### config.mk
export PLATFORM = sky130hd
export DESIGN_NAME = serdes_word_scheduler
export DESIGN_NICKNAME = d
export VERILOG_FILES = /design/src/rtl/serdes_word_scheduler.sv
export SDC_FILE = /design/constraint.sdc
export NUM_CORES = 1
export LEC_CHECK = 0
export CORE_AREA = 2 2 87 89
export DETAILED_ROUTE_END_ITERATION = 12
export DIE_AREA = 0 0 89 91
export PLACE_DENSITY_LB_ADDON = 0.2
export SLEW_MARGIN = 0
export SYNTH_ARGS = -nofsm -noshare
export SYNTH_HDL_FRONTEND = slang
export SYNTH_SLANG_ARGS = --single-unit
### constraint.sdc
create_clock -name clock -period 2 [get_ports clock]
set_input_delay 0.2 -clock clock [delete_from_list [all_inputs] [get_ports clock]]
set_output_delay 0.2 -clock clock [all_outputs]
set_load 0.02 [all_outputs]
### src/rtl/serdes_word_scheduler.sv
`default_nettype none
// ============================================================================
// Module  : serdes_word_scheduler
// Brief   : Word scheduler for the calibration oserdes: trigger words preempt
//           calibration bursts, null guard words follow every event.
//           Define CAL_PRBS_EN for PRBS7 calibration words (else AA/55 pattern).
// Rev     : 1.0
// ============================================================================
module serdes_word_scheduler #(
    parameter int               WIDTH         = 8,
    parameter logic [WIDTH-1:0] WORD_NULL     = 8'b11000000,
    parameter logic [WIDTH-1:0] WORD_TRG      = 8'b00111111,
    parameter logic [WIDTH-1:0] WORD_CAL      = 8'b10101010,
    parameter int               TRG_WORDS     = 1,
    parameter int               CAL_WORDS     = 64,
    parameter int               GAP_WORDS     = 2,
    parameter int               COUNTER_WIDTH = 16
) (
    input  logic                     clock,
    input  logic                     reset_n,
    input  logic                     trg_in,
    input  logic                     cal_req,
    output logic                     cal_ack,
    output logic                     cal_busy,
    output logic                     cal_done,
    output logic                     cal_aborted,
    output logic [WIDTH-1:0]         word_out,
    output logic [1:0]               state_out,
    output logic [COUNTER_WIDTH-1:0] trg_count,
    output logic [COUNTER_WIDTH-1:0] cal_count,
    output logic [COUNTER_WIDTH-1:0] trg_dropped_count
);

    localparam int MAX_TC    = (TRG_WORDS > CAL_WORDS) ? TRG_WORDS : CAL_WORDS;
    localparam int MAX_WORDS = (MAX_TC > GAP_WORDS) ? MAX_TC : GAP_WORDS;
    localparam int CNT_W     = (MAX_WORDS > 1) ? $clog2(MAX_WORDS) : 1;

    localparam logic [CNT_W-1:0]         TRG_LOAD = CNT_W'(TRG_WORDS - 1);
    localparam logic [CNT_W-1:0]         CAL_LOAD = CNT_W'(CAL_WORDS - 1);
    localparam logic [CNT_W-1:0]         GAP_LOAD = CNT_W'(GAP_WORDS - 1);
    localparam logic [CNT_W-1:0]         WC_ONE   = 1;
    localparam logic [COUNTER_WIDTH-1:0] CNT_ONE  = 1;

    typedef enum logic [1:0] {
        ST_IDLE = 2'b00,
        ST_TRG  = 2'b01,
        ST_CAL  = 2'b10,
        ST_GAP  = 2'b11
    } state_t;

    state_t           state_q;
    logic [CNT_W-1:0] cnt_q;
    logic             trg_s_q;
    logic             trg_q;
    logic             pending_q;
    logic             pending_d;
    logic             trg_edge;
    logic             take_trg;
    logic             drop_trg;
    logic             cal_start;
    logic [WIDTH-1:0] cal_first_word;
    logic [WIDTH-1:0] cal_next_word;

    // A pending trigger is consumed only from IDLE or by preempting CAL.
    assign trg_edge  = trg_s_q & ~trg_q;
    assign take_trg  = pending_q & ((state_q == ST_IDLE) | (state_q == ST_CAL));
    assign pending_d = take_trg ? trg_edge : (pending_q | trg_edge);
    assign drop_trg  = trg_edge & pending_q & ~take_trg;
    assign cal_start = (state_q == ST_IDLE) & ~pending_q & cal_req;
    assign state_out = state_q;

`ifdef CAL_PRBS_EN
    logic [6:0]       lfsr_q;
    logic [WIDTH+6:0] prbs_first;
    logic [WIDTH+6:0] prbs_cont;

    // Returns {word, next_lfsr}: WIDTH output bits MSB first, x^7+x^6+1.
    function automatic logic [WIDTH+6:0] prbs_step(input logic [6:0] seed);
        logic [6:0]       r;
        logic [WIDTH-1:0] w;
        r = seed;
        w = '0;
        for (int i = 0; i < WIDTH; i++) begin
            w[WIDTH-1-i] = r[6];
            r            = {r[5:0], r[6] ^ r[5]};
        end
        return {w, r};
    endfunction

    assign prbs_first     = prbs_step(7'h7f);
    assign prbs_cont      = prbs_step(lfsr_q);
    assign cal_first_word = prbs_first[WIDTH+6:7];
    assign cal_next_word  = prbs_cont[WIDTH+6:7];

    always_ff @(posedge clock or negedge reset_n) begin
        if (!reset_n) begin
            lfsr_q <= 7'h7f;
        end else if (cal_start) begin
            lfsr_q <= prbs_first[6:0];
        end else if (state_q == ST_CAL) begin
            lfsr_q <= prbs_cont[6:0];
        end
    end
`else
    logic cal_odd_q;

    assign cal_first_word = WORD_CAL;
    assign cal_next_word  = cal_odd_q ? ~WORD_CAL : WORD_CAL;

    always_ff @(posedge clock or negedge reset_n) begin
        if (!reset_n) begin
            cal_odd_q <= 1'b0;
        end else if (cal_start) begin
            cal_odd_q <= 1'b1;
        end else if (state_q == ST_CAL) begin
            cal_odd_q <= ~cal_odd_q;
        end
    end
`endif

    always_ff @(posedge clock or negedge reset_n) begin
        if (!reset_n) begin
            state_q           <= ST_IDLE;
            cnt_q             <= '0;
            trg_s_q           <= 1'b0;
            trg_q             <= 1'b0;
            pending_q         <= 1'b0;
            word_out          <= WORD_NULL;
            cal_ack           <= 1'b0;
            cal_busy          <= 1'b0;
            cal_done          <= 1'b0;
            cal_aborted       <= 1'b0;
            trg_count         <= '0;
            cal_count         <= '0;
            trg_dropped_count <= '0;
        end else begin
            trg_s_q     <= trg_in;
            trg_q       <= trg_s_q;
            pending_q   <= pending_d;
            cal_ack     <= 1'b0;
            cal_done    <= 1'b0;
            cal_aborted <= 1'b0;
            if (drop_trg && !(&trg_dropped_count)) begin
                trg_dropped_count <= trg_dropped_count + CNT_ONE;
            end
            case (state_q)
                ST_IDLE: begin
                    if (pending_q) begin
                        state_q   <= ST_TRG;
                        cnt_q     <= TRG_LOAD;
                        word_out  <= WORD_TRG;
                        trg_count <= trg_count + CNT_ONE;
                    end else if (cal_req) begin
                        state_q  <= ST_CAL;
                        cnt_q    <= CAL_LOAD;
                        word_out <= cal_first_word;
                        cal_ack  <= 1'b1;
                        cal_busy <= 1'b1;
                    end else begin
                        word_out <= WORD_NULL;
                    end
                end
                ST_TRG: begin
                    if (cnt_q == '0) begin
                        word_out <= WORD_NULL;
                        if (GAP_WORDS > 0) begin
                            state_q <= ST_GAP;
                            cnt_q   <= GAP_LOAD;
                        end else begin
                            state_q <= ST_IDLE;
                        end
                    end else begin
                        cnt_q <= cnt_q - WC_ONE;
                    end
                end
                ST_CAL: begin
                    if (pending_q) begin
                        // Preempt: the burst is abandoned, not resumed.
                        state_q     <= ST_TRG;
                        cnt_q       <= TRG_LOAD;
                        word_out    <= WORD_TRG;
                        trg_count   <= trg_count + CNT_ONE;
                        cal_done    <= 1'b1;
                        cal_aborted <= 1'b1;
                        cal_busy    <= 1'b0;
                    end else if (cnt_q == '0) begin
                        word_out  <= WORD_NULL;
                        cal_done  <= 1'b1;
                        cal_busy  <= 1'b0;
                        cal_count <= cal_count + CNT_ONE;
                        if (GAP_WORDS > 0) begin
                            state_q <= ST_GAP;
                            cnt_q   <= GAP_LOAD;
                        end else begin
                            state_q <= ST_IDLE;
                        end
                    end else begin
                        cnt_q    <= cnt_q - WC_ONE;
                        word_out <= cal_next_word;
                    end
                end
                ST_GAP: begin
                    word_out <= WORD_NULL;
                    if (cnt_q == '0) begin
                        state_q <= ST_IDLE;
                    end else begin
                        cnt_q <= cnt_q - WC_ONE;
                    end
                end
                default: begin
                    state_q  <= ST_IDLE;
                    word_out <= WORD_NULL;
                end
            endcase
        end
    end

endmodule
`default_nettype wire
---- Yosys cells after proc, flatten, opt, wreduce, memory -nomap -nowiden ----
Index checks and enable logic that the tools add are counted.
cells by class
  bitwise gates (word level) .............. 12
  eq/ne operators ......................... 10
  add/sub/neg operators ................... 4
  reductions and logical operators ........ 13
  multiplexer cells ....................... 35
operators with widths
  operator                                               number
  adder 16 x 1 -> 16 bit, second input constant          3
  two-way mux 8 bit                                      5
  one-hot mux 8 bit (4 select lines)                     1
  two-way mux 6 bit                                      5
  one-hot mux 6 bit (4 select lines)                     1
  AND reduction 16 bit                                   1
  two-way mux 1 bit                                      15
  two-way mux 2 bit                                      5
  inequality test 2 bit, second input constant           5
  one-hot mux 2 bit (4 select lines)                     1
  two-way mux 7 bit                                      1
  AND 1 bit                                              6
  logical NOT 6 bit                                      1
  AND reduction 2 bit                                    3
  subtractor 6 x 1 -> 6 bit, second input constant       1
  == test 2 bit, second input constant                   2
  NOT 1 bit                                              4
  AND reduction 4 bit                                    1
  nonzero test 2 bit                                     2
  inequality test 3 x 2 -> 1 bit, second input constant  1
  inequality test 3 bit, second input constant           1
  AND reduction 3 bit                                    1
  == test 2 x 1 -> 1 bit, second input constant          1
  logical NOT 2 bit                                      1
  5 further kinds                                        6
word-level totals
  output and inout bits ................... 62
  register bits after elaboration ......... 72
  input port bits ......................... 4

---- Longest topological paths before layout ----
  depth after elaboration ................. 6
  mapped depth ............................ 7
  mapped depth without buffers ............ 6

---- Worst setup path before layout ----
OpenSTA, ideal clock, no wires.
  path type ............................... register to register
  start point ............................. register cnt_q[0]
  end point ............................... register cal_count[1]
  stages on the path, launching flop included .. 7
  data required time ...................... 1.875 ns
  setup slack ............................. 0.109 ns
  library setup time ...................... 0.125 ns
  clock period less this slack ............ 1.891 ns
  path buffers ............................ 1
  arrival time ............................ 1.766 ns
  cells stage by stage .................... dfrtp_1 inv_1 ha_1 or4b_1 buf_4 nor3_4 mux2_2
between the ends
  longest elaborated chain between the ends .. 2
ends and longest elaborated chain
  item                                  line  source
  from (decl)                           52    logic [CNT_W-1:0] cnt_q;
  from (signal assigned)                173   cnt_q <= cnt_q - WC_ONE;
  from (signal assigned)                198   cnt_q <= cnt_q - WC_ONE;
  from (signal assigned)                207   cnt_q <= cnt_q - WC_ONE;
  logical NOT 6 bit                     186   end else if (cnt_q == '0) begin
  AND reduction 3 bit (no source line)  n/a
  to (signal assigned)                  190   cal_count <= cal_count + CNT_ONE;
  to (decl)                             30    output logic [COUNTER_WIDTH-1:0] cal_count,
No other way between the ends.
A chain may end at the register's enable or synchronous reset.

---- Worst setup path in the final report ----
Ends and elaborated chain as after synthesis.

==> impl_metrics.yaml <==
min_path:
  holdCritPathClass: "in -> reg"
worst_setup_path:
  critPathRequiredTime_ns: 2.23
  arrival_ns: 2.11
  reg2reg_setup_slack_ns: 0.12
  worst-path-max-fanout: 6
  startpoint_type: "flip-flop"
  end_kind: "flip-flop"
  criticalPathCategory: "reg -> reg"
clock_tree:
  cts-root-buf: "clkbuf_8"
  clock_sinks: 68
  cts_tree: "built"
  clkLatencyLatePin_ns: 0.34
  post_cts_buffers: 0
  numCtsBuffers: 9
  cts-htree-levels: 3
  cts_max_path_buffers: 2
  clkSlewWorstSetupHoldPaths_ns: 0.07
timing:
  tns_ns: 0
  drv_slew: 0
  period_needed_ns: 1.882
  setup_violations: 0
  worstMarginPinSlew_ns: 0.5637
  max_freq_mhz: 531.2
  final.setup_skew_ns: 0.01059
  min_period_over_period: 0.9412
  holdWs_ns: 0.3012
  maxSlewHeadroom: 0.6242
  hold_viol_final: 0
pwr:
  peakVddDrop_mv: 0.6478
  leakagePower_nw: 1.896
  p_per_area_nw_per_um2: 1078
synthesis:
  syn_area_um2: 3237
  synthFlopType: "dfrtp_1"
  synth_top_area_frac: 0.5102
  synth-edff-count: 0
  ys_seq_area_frac: 0.5265
  yosys_warnings: 0
  synth.net_count: 309
  syn_area_per_cell_um2: 10.75
  ys_ff_latch: 68
  yosysMostFrequentCell: "dfrtp_1"
  yosysUniqueCellTypes: 51
  synth_commonest_cells: "66 x dfrtp_1, 34 x xnor2_1, 19 x nand2_1, 16 x nand3_1, 16 x o21ai_0"
  synth_area_leaders: "dfrtp_1 51%, xnor2_1 9.2%, nand3_1 2.5%"
  synth_cells: 301
  synthArstFlopShare: 1.000
  synth_area_leader_cell: "dfrtp_1"
placed_design:
  io_buffer_count: 65
  gp_congestion: 0.8598
  placed_area_um2: 4078
  place_hpwl_mm: 4.658
routing:
  post_drt_wl_per_cell_um: 13.68
  drt-total-wl_mm: 6.663
  vias: 2536
  vias_per_cell: 5.207
  drcViolationCount: 0
  drt_first_pass_iters: 5
  drt_iter0_markers: 42
  antenna_left: 0
run_status:
  outcome: "complete, no violations"
finish:
  drive_gt1_frac: 0.1418
  n_antenna_cell: 0
  layout.nets: 391
  utilization: 0.6054
  synthToLayoutAreaGrowth_pct: 33.47
  final_cell_area_um2: 4320
global_route:
  grt_pass1_vias: 2481
  grt_max_degree: 46
  grt_overflow: 0
  grt.total_usage: 0.1771
  antenna_found_initial: 0
  grt_pass1_wl_mm: 11.39
floorplanning:
  die-area_um2: 8099
  start_util: 0.4535
  die_x_um: 89
  rows: 31
  pin_count: 66
  core_um2: 7137
  die_y_um: 91
flow_run:
  drv_cap: 0
final timing paths:
check,from,to,depth (start not counted)
hold / removal,trg_in,trg_s_q,1
setup reg to reg,cnt_q[0],cal_count[1],5
setup / recovery,cnt_q[0],cal_count[1],5
hold reg to reg,trg_s_q,trg_q,0
max in group asynchronous,reset_n,trg_dropped_count[1],3
min in group asynchronous,reset_n,cal_count[4],2
critical path, cell delays in order (launching register included):
cell     delay, ns
dfrtp_1       0.40
inv_1         0.09
ha_1          0.16
or4b_4        0.54
nor3_4        0.24
mux2_2        0.35
report_power, final:
| part | switching [mW] | internal [mW] | leakage [nW] |
|---|---|---|---|
| Sequential | 0.266 | 1.62 | 0.898 |
| Combinational | 0.813 | 0.730 | 0.885 |
| Clock | 0.501 | 0.730 | 0.113 |
| Total | 1.58 | 3.08 | 1.90 |
final cells by class:
| class | instances | area, um2 |
|---|---|---|
| Multi-Input combinational cell | 205 | 1420 |
| Timing Repair Buffer | 83 | 795.8 |
| Clock buffer | 11 | 141.4 |
| Inverter | 16 | 60.06 |
| Clock inverter | 5 | 75.07 |
| Sequential cell | 68 | 1704 |
| Tap cell | 99 | 123.9 |
| Fill cell | 624 | 2816 |
per-layer routing:
layer,global-route usage,part of all wire
met4,0.06841,0.013
met5,0,0
met3,0.05000,0.049
met2,0.2587,0.45
met1,0.2488,0.49
cells in the final DEF, fill, tap and decap left out, types with 2 or more instances in the layout:
cell,instances
a21o_1,2
a21oi_1,15
a31oi_1,5
and2_1,3
and3_1,9
and4_1,2
buf_4,16
bufinv_16,2
clkbuf_8,10
clkdlybuf4s50_1,64
clkinv_2,3
dfrtp_1,66
dfstp_2,2
ha_1,4
inv_1,15
mux2_2,5
nand2_1,19
nand3_1,16
nand4_1,12
nand4b_1,2
nor2_1,9
nor3_1,8
nor3_4,3
nor4_1,3
o2111ai_1,3
o21ai_0,16
or2_2,2
or3_1,3
or4_1,2
xnor2_1,34
xor2_1,7
cells by family after synthesis:
group / after synthesis / share of synthesized area
compound gates: 51 / 0.09703
simple gates: 103 / 0.1879
mux: 5 / 0.01739
flops: 68 / 0.5265
fa+ha+maj: 4 / 0.01546
xor+xnor: 42 / 0.1160
buf+inv: 28 / 0.03981
through the flow:
stage | power, mW | setup slack [ns] | std cells
after detailed placement | 3.427 | 0.007049 | 470
final | 4.657 | 0.1176 | 487
after floorplan | 2.848 | 0.1092 | 301
after CTS | 4.687 | 0.1105 | 487
after global placement | 3.404 | 0.04383 | 470
after global routing | 4.948 | -0.01850 | 487
flip-flops by register name (all words and copies together), names as in the netlist, 2 cells and up:
name               flops
trg_count             16
word_out               4
trg_dropped_count     16
state_out              2
cnt_q                  6
cal_count             16
timing repair:
item,4_1_cts,5_1_grt
endpoints found under the hold margin,21,0
endpoints found under the setup margin,1,2
hold buffers,1,0
gates resized for setup,1,2
Power figures use the tool's default switching activity.
==> RTL change 1: new RTL, same settings <==
Put one more register stage on the output `trg_count`. The value now appears one clock later. The other outputs are not delayed to match.
--- a/src/rtl/serdes_word_scheduler.sv
+++ b/src/rtl/serdes_word_scheduler.sv
@@ -48,6 +48,8 @@
         ST_GAP  = 2'b11
     } state_t;
 
+    logic [COUNTER_WIDTH-1:0] trg_count_s0;
+
     state_t           state_q;
     logic [CNT_W-1:0] cnt_q;
     logic             trg_s_q;
@@ -130,7 +132,7 @@
             cal_busy          <= 1'b0;
             cal_done          <= 1'b0;
             cal_aborted       <= 1'b0;
-            trg_count         <= '0;
+            trg_count_s0      <= '0;
             cal_count         <= '0;
             trg_dropped_count <= '0;
         end else begin
@@ -149,7 +151,7 @@
                         state_q   <= ST_TRG;
                         cnt_q     <= TRG_LOAD;
                         word_out  <= WORD_TRG;
-                        trg_count <= trg_count + CNT_ONE;
+                        trg_count_s0 <= trg_count_s0 + CNT_ONE;
                     end else if (cal_req) begin
                         state_q  <= ST_CAL;
                         cnt_q    <= CAL_LOAD;
@@ -179,7 +181,7 @@
                         state_q     <= ST_TRG;
                         cnt_q       <= TRG_LOAD;
                         word_out    <= WORD_TRG;
-                        trg_count   <= trg_count + CNT_ONE;
+                        trg_count_s0 <= trg_count_s0 + CNT_ONE;
                         cal_done    <= 1'b1;
                         cal_aborted <= 1'b1;
                         cal_busy    <= 1'b0;
@@ -215,5 +217,9 @@
         end
     end
 
+    always_ff @(posedge clock) begin
+        trg_count <= trg_count_s0;
+    end
+
 endmodule
 `default_nettype wire
Check against the original RTL: not equivalent (a bounded check fails within 4 cycles, from zero or initial values and one cycle with reset_n low).
==> RTL change 1 against the unedited design <==
Synthesized cell count rose by 4.7%. Cell area rose by 9.2%. Via count rose by 6.6%. Total power fell by 2.6%. Wire length rose by 9.3%. Non-clock buffer count rose by 8. Sequential cell count rose by 16. Synthesized area rose by 11%. Setup slack got worse by 0.12 ns. Count of clock-buffer cells in the layout fell by 2. Die area did not move. Sequential power rose by 15%. Critical path type unchanged. Highest routed layer unchanged.
==> RTL change 1: results (changes against the unedited design) <==
[drt] number of search-and-repair iterations in the first detailed-routing pass 4 [was 5]
[final_layout] multi-input combinational gate total 209 [was 205]
[final_layout] fill cell count 599 [was 624]
[sta] worst hold-check slack 0.3166 ns [was 0.3012 ns]
[final_layout] post-route cell area 4720 sq um [was 4320 sq um]
[drt] vias per cell 5.302 [was 5.207]
[power] internal power consumption 0.003001 W [was 0.003077 W]
[clock_tree] clock latency on the worst-skew pair 0.36 ns [was 0.34 ns]
[drt] starting DRC count in detailed routing 86 [was 42]
[sta] post-route setup slack 0.0005833 ns [was 0.1176 ns]
[logic_synthesis] most frequent cells after synthesis sky130_fd_sc_hd__dfrtp_1 (66), sky130_fd_sc_hd__xnor2_1 (25), sky130_fd_sc_hd__nand2_1 (24), sky130_fd_sc_hd__nand4_1 (17) [was sky130_fd_sc_hd__dfrtp_1 (66), sky130_fd_sc_hd__xnor2_1 (34), sky130_fd_sc_hd__nand2_1 (19), sky130_fd_sc_hd__nand3_1 (16), sky130_fd_sc_hd__o21ai_0 (16)]
[place] final HPWL from detailed placement 5212 microns [was 4658 microns]
[clock_tree] post_cts resized 2 [was 1]
[power] Peak VDD IR 0.0007723 V [was 0.0006478 V]
[place] Placement Cell Area 4509 sq um [was 4078 sq um]
[place] Final GP Congestion 0.9295 [was 0.8598]
[global_routing] maximum number of pins on one net before global-route repair 26 [was 46]
[logic_synthesis] sequential element share of the synthesized area 56.36% [was 52.65%]
[place] worst setup slack after placement -0.04989 ns [was 0.007049 ns]
[global_routing] aggregate global-route resource usage 19.53% [was 17.71%]
[final_layout] Non-clk bufs 91 [was 83]
[final_layout] flip-flop and latch share of the layout cell area 42.89% [was 39.44%]
[status] status completed [unchanged]
[power] Comb power frac 27.7% [was 33.1%]
[final_layout] number of sequential storage elements 84 [was 68]
[sta] Worst Max-Slew Pin Slew 0.6363 ns [was 0.5637 ns]
[drt] total wire length after detailed routing 7285 microns [was 6663 microns]
[final_layout] post-layout net count 414 [was 391]
[final_layout] proportion of cell area spent on the clock network 3.818% [was 5.010%]
[worst_setup_path] Max stage delay on crit path 0.51 ns [was 0.54 ns]
[sta] setup skew after layout 0.006303 ns [was 0.01059 ns]
[final_layout] fraction of cell area in non-clock buffers 18.56% [was 18.42%]
[logic_synthesis] synth unique cells 56 [was 51]
[logic_synthesis] share of synthesized registers carrying an async set or reset 80.95% [was 100.0%]
[power] sequential cell fraction of total power 47.6% [was 40.4%]
[final_layout] multi-input gate share of the layout cell area 31.23% [was 32.87%]
[power] fraction of power spent switching nets 33.84% [was 33.94%]
[final_layout] Antenna Diode Count 0 [unchanged]
[drt] overall via count from detail_route 2,704 [was 2,536]
[final_layout] non-clock inverter total of the final layout 11 [was 16]
[place] placed cell count 493 [was 470]
[RTL change 1: worst max-delay path, delay by kind of cell, from the launching register on]
kind / cells / cell delay [ns]
DFF: 1 / 0.38
buffers and inverters: 2 / 0.25
adders and majority gates: 1 / 0.16
and+or+nand+nor: 3 / 0.79
AOI/OAI and AO/OA: 1 / 0.30
[RTL change 1: kinds of logic (layout without fill, tap and decap cells)]
| kind of cell | after synthesis | count (layout) | synth area share (%) |
|---|---|---|---|
| buf+inv | 22 | 118 | 3.135 |
| xor+xnor | 40 | 40 | 9.753 |
| fa+ha+maj | 4 | 4 | 1.393 |
| simple gates | 124 | 124 | 20.13 |
| compound gates | 33 | 33 | 6.793 |
| mux | 8 | 8 | 2.438 |
| flops | 84 | 84 | 56.36 |
[RTL change 1: layer usage]
layer / vias to the layer above / track usage [%] / wire, microns
met3: 12 / 4.818 / 250
met2: 55 / 31.28 / 3556
met4: 0 / 6.343 / 100
met5: - / 0 / 0
li1: 1305 / - / -
met1: 1332 / 25.93 / 3377
==> RTL change 2: new RTL, same settings <==
Made on the original files. `CAL_WORDS`: 64 -> 128.
--- a/src/rtl/serdes_word_scheduler.sv
+++ b/src/rtl/serdes_word_scheduler.sv
@@ -12,7 +12,7 @@
     parameter logic [WIDTH-1:0] WORD_TRG      = 8'b00111111,
     parameter logic [WIDTH-1:0] WORD_CAL      = 8'b10101010,
     parameter int               TRG_WORDS     = 1,
-    parameter int               CAL_WORDS     = 64,
+    parameter int               CAL_WORDS     = 128,
     parameter int               GAP_WORDS     = 2,
     parameter int               COUNTER_WIDTH = 16
 ) (
Check against the original RTL: same outputs for any inputs over 10 cycles, from zero or initial values and one cycle with reset_n low; that may be too few to reach the edited logic, so the function may still have changed.
==> RTL change 2 against the unedited design <==
Cell area down 0.38%. Setup slack got worse by 0.029 ns. Sequential cell count rose by 1. Wire length shrank 0.33%. Highest routed layer unchanged. Global-route usage rose by 0.078 points. Total power shrank 13%. Synthesized area is 0.58% higher. First-iteration DRC count grew to 3.0 times the old value. Critical endpoint is now cnt_q[6]. Combinational power fell by 31%. Clock skew decreased by 0.0010 ns.
==> RTL change 2: results (changes against the unedited design) <==
[worst_setup_path] R2R Path End cnt_q[6] [was cal_count[1]]
[global_routing] vias in the first global route 2,480 [was 2,481]
[power] Logic power comb 0.00106 W [was 0.00154 W]
[logic_synthesis] synth unique cells 53 [was 51]
[place] Final GP Congestion 0.8250 [was 0.8598]
[power] sequential cell fraction of total power 46.4% [was 40.4%]
[sta] worst hold-check slack 0.3304 ns [was 0.3012 ns]
[final_layout] fill cell count 644 [was 624]
[global_routing] aggregate global-route resource usage 17.78% [was 17.71%]
[worst_setup_path] Max stage delay on crit path 0.48 ns [was 0.54 ns]
[worst_setup_path] highest-delay cell along the critical path sky130_fd_sc_hd__or3b_2 [was sky130_fd_sc_hd__or4b_4]
[power] Lkg Pwr 1.884 nW [was 1.896 nW]
[place] worst setup slack after placement -0.08162 ns [was 0.007049 ns]
[global_routing] first-pass GRT wire length 11,410 microns [was 11,390 microns]
[final_layout] post-layout net count 384 [was 391]
[final_layout] count of placed standard cells in the final layout, fillers left out 479 [was 487]
[drt] starting DRC count in detailed routing 126 [was 42]
[power] Peak VDD IR 0.0005852 V [was 0.0006478 V]
[final_layout] fraction of final layout cells sized beyond drive strength 1 11.32% [was 14.18%]
[place] placed cell count 460 [was 470]
[logic_synthesis] per-instance average area after synthesis 11.04 sq um [was 10.75 sq um]
[logic_synthesis] sequential element share of the synthesized area 53.11% [was 52.65%]
[logic_synthesis] largest cells by area after synthesis sky130_fd_sc_hd__dfrtp_1 (51%), sky130_fd_sc_hd__xnor2_1 (7.3%), sky130_fd_sc_hd__xor2_1 (4.6%) [was sky130_fd_sc_hd__dfrtp_1 (51%), sky130_fd_sc_hd__xnor2_1 (9.2%), sky130_fd_sc_hd__nand3_1 (2.5%)]
[status] status completed [unchanged]
[drt] Routed wire per std cell 13.86 microns [was 13.68 microns]
[power] Total Power Consumption 0.004058 W [was 0.004657 W]
[worst_setup_path] worst path arrival time 2.15 ns [was 2.11 ns]
[logic_synthesis] Synth Net Count 304 [was 309]
[sta] setup skew after layout 0.009540 ns [was 0.01059 ns]
[drt] number of search-and-repair iterations in the first detailed-routing pass 4 [was 5]
[worst_setup_path] Worst R2R Path Depth 6 [was 5]
[power] internal power consumption 0.002709 W [was 0.003077 W]
[logic_synthesis] most frequent cells after synthesis sky130_fd_sc_hd__dfrtp_1 (67), sky130_fd_sc_hd__xnor2_1 (27), sky130_fd_sc_hd__nand2_1 (25), sky130_fd_sc_hd__xor2_1 (17), sky130_fd_sc_hd__nor2_1 (16) [was sky130_fd_sc_hd__dfrtp_1 (66), sky130_fd_sc_hd__xnor2_1 (34), sky130_fd_sc_hd__nand2_1 (19), sky130_fd_sc_hd__nand3_1 (16), sky130_fd_sc_hd__o21ai_0 (16)]
[global_routing] maximum number of pins on one net before global-route repair 70 [was 46]
[place] final HPWL from detailed placement 4765 microns [was 4658 microns]
==> RTL change 2: cell types whose count changed after synthesis, moves of 4 or more <==
| cell | delta |
|---|---|
| sky130_fd_sc_hd__a21oi_1 | -6 |
| sky130_fd_sc_hd__inv_1 | -6 |
| sky130_fd_sc_hd__mux2_2 | -4 |
| sky130_fd_sc_hd__nand2_1 | +6 |
| sky130_fd_sc_hd__nor2_1 | +7 |
| sky130_fd_sc_hd__nor3_1 | +4 |
| sky130_fd_sc_hd__o21ai_0 | -13 |
| sky130_fd_sc_hd__xnor2_1 | -7 |
| sky130_fd_sc_hd__xor2_1 | +10 |
==> RTL change 2: logic make-up (layout without fill, tap and decap cells) <==
group | count (synthesis) | after routing | share of synthesized area, %
AOI/OAI and AO/OA | 35 | 35 | 7.187
adders and majority gates | 5 | 5 | 1.922
buffers and inverters | 18 | 103 | 2.613
DFF | 69 | 69 | 53.11
xor gates and xnor gates | 44 | 44 | 11.84
and+or+nand+nor | 120 | 120 | 21.98
muxes | 4 | 4 | 1.345
==> RTL change 2: layout make-up <==
class | instances | area share (%)
inverter | 9 | 0.7849
clock inverter | 4 | 1.105
timing repair buffer | 78 | 17.91
multi-input combinational | 208 | 33.78
tap | 99 | 2.878
clock buffer | 12 | 3.372
sequential | 69 | 40.17
==> RTL change 2: timing repair <==
item | 4_1_cts | 5_1_grt
hold endpoints to repair | 67 | 0
endpoints found under the setup margin | 8 | 7
setup buffers | 1 | 1
hold buffers | 1 | 0
gates resized for setup | 0 | 4
cloned | 0 | 0
pin swaps | 2 | 2
==> RTL change 2: metal layers <==
metal	track usage, %	share of wire, %	up-vias
li1	-	-	1210
met1	24.01	48	1200
met2	27.99	47	52
met3	3.273	3.5	10
met4	7.338	1.7	0
met5	0	0	-
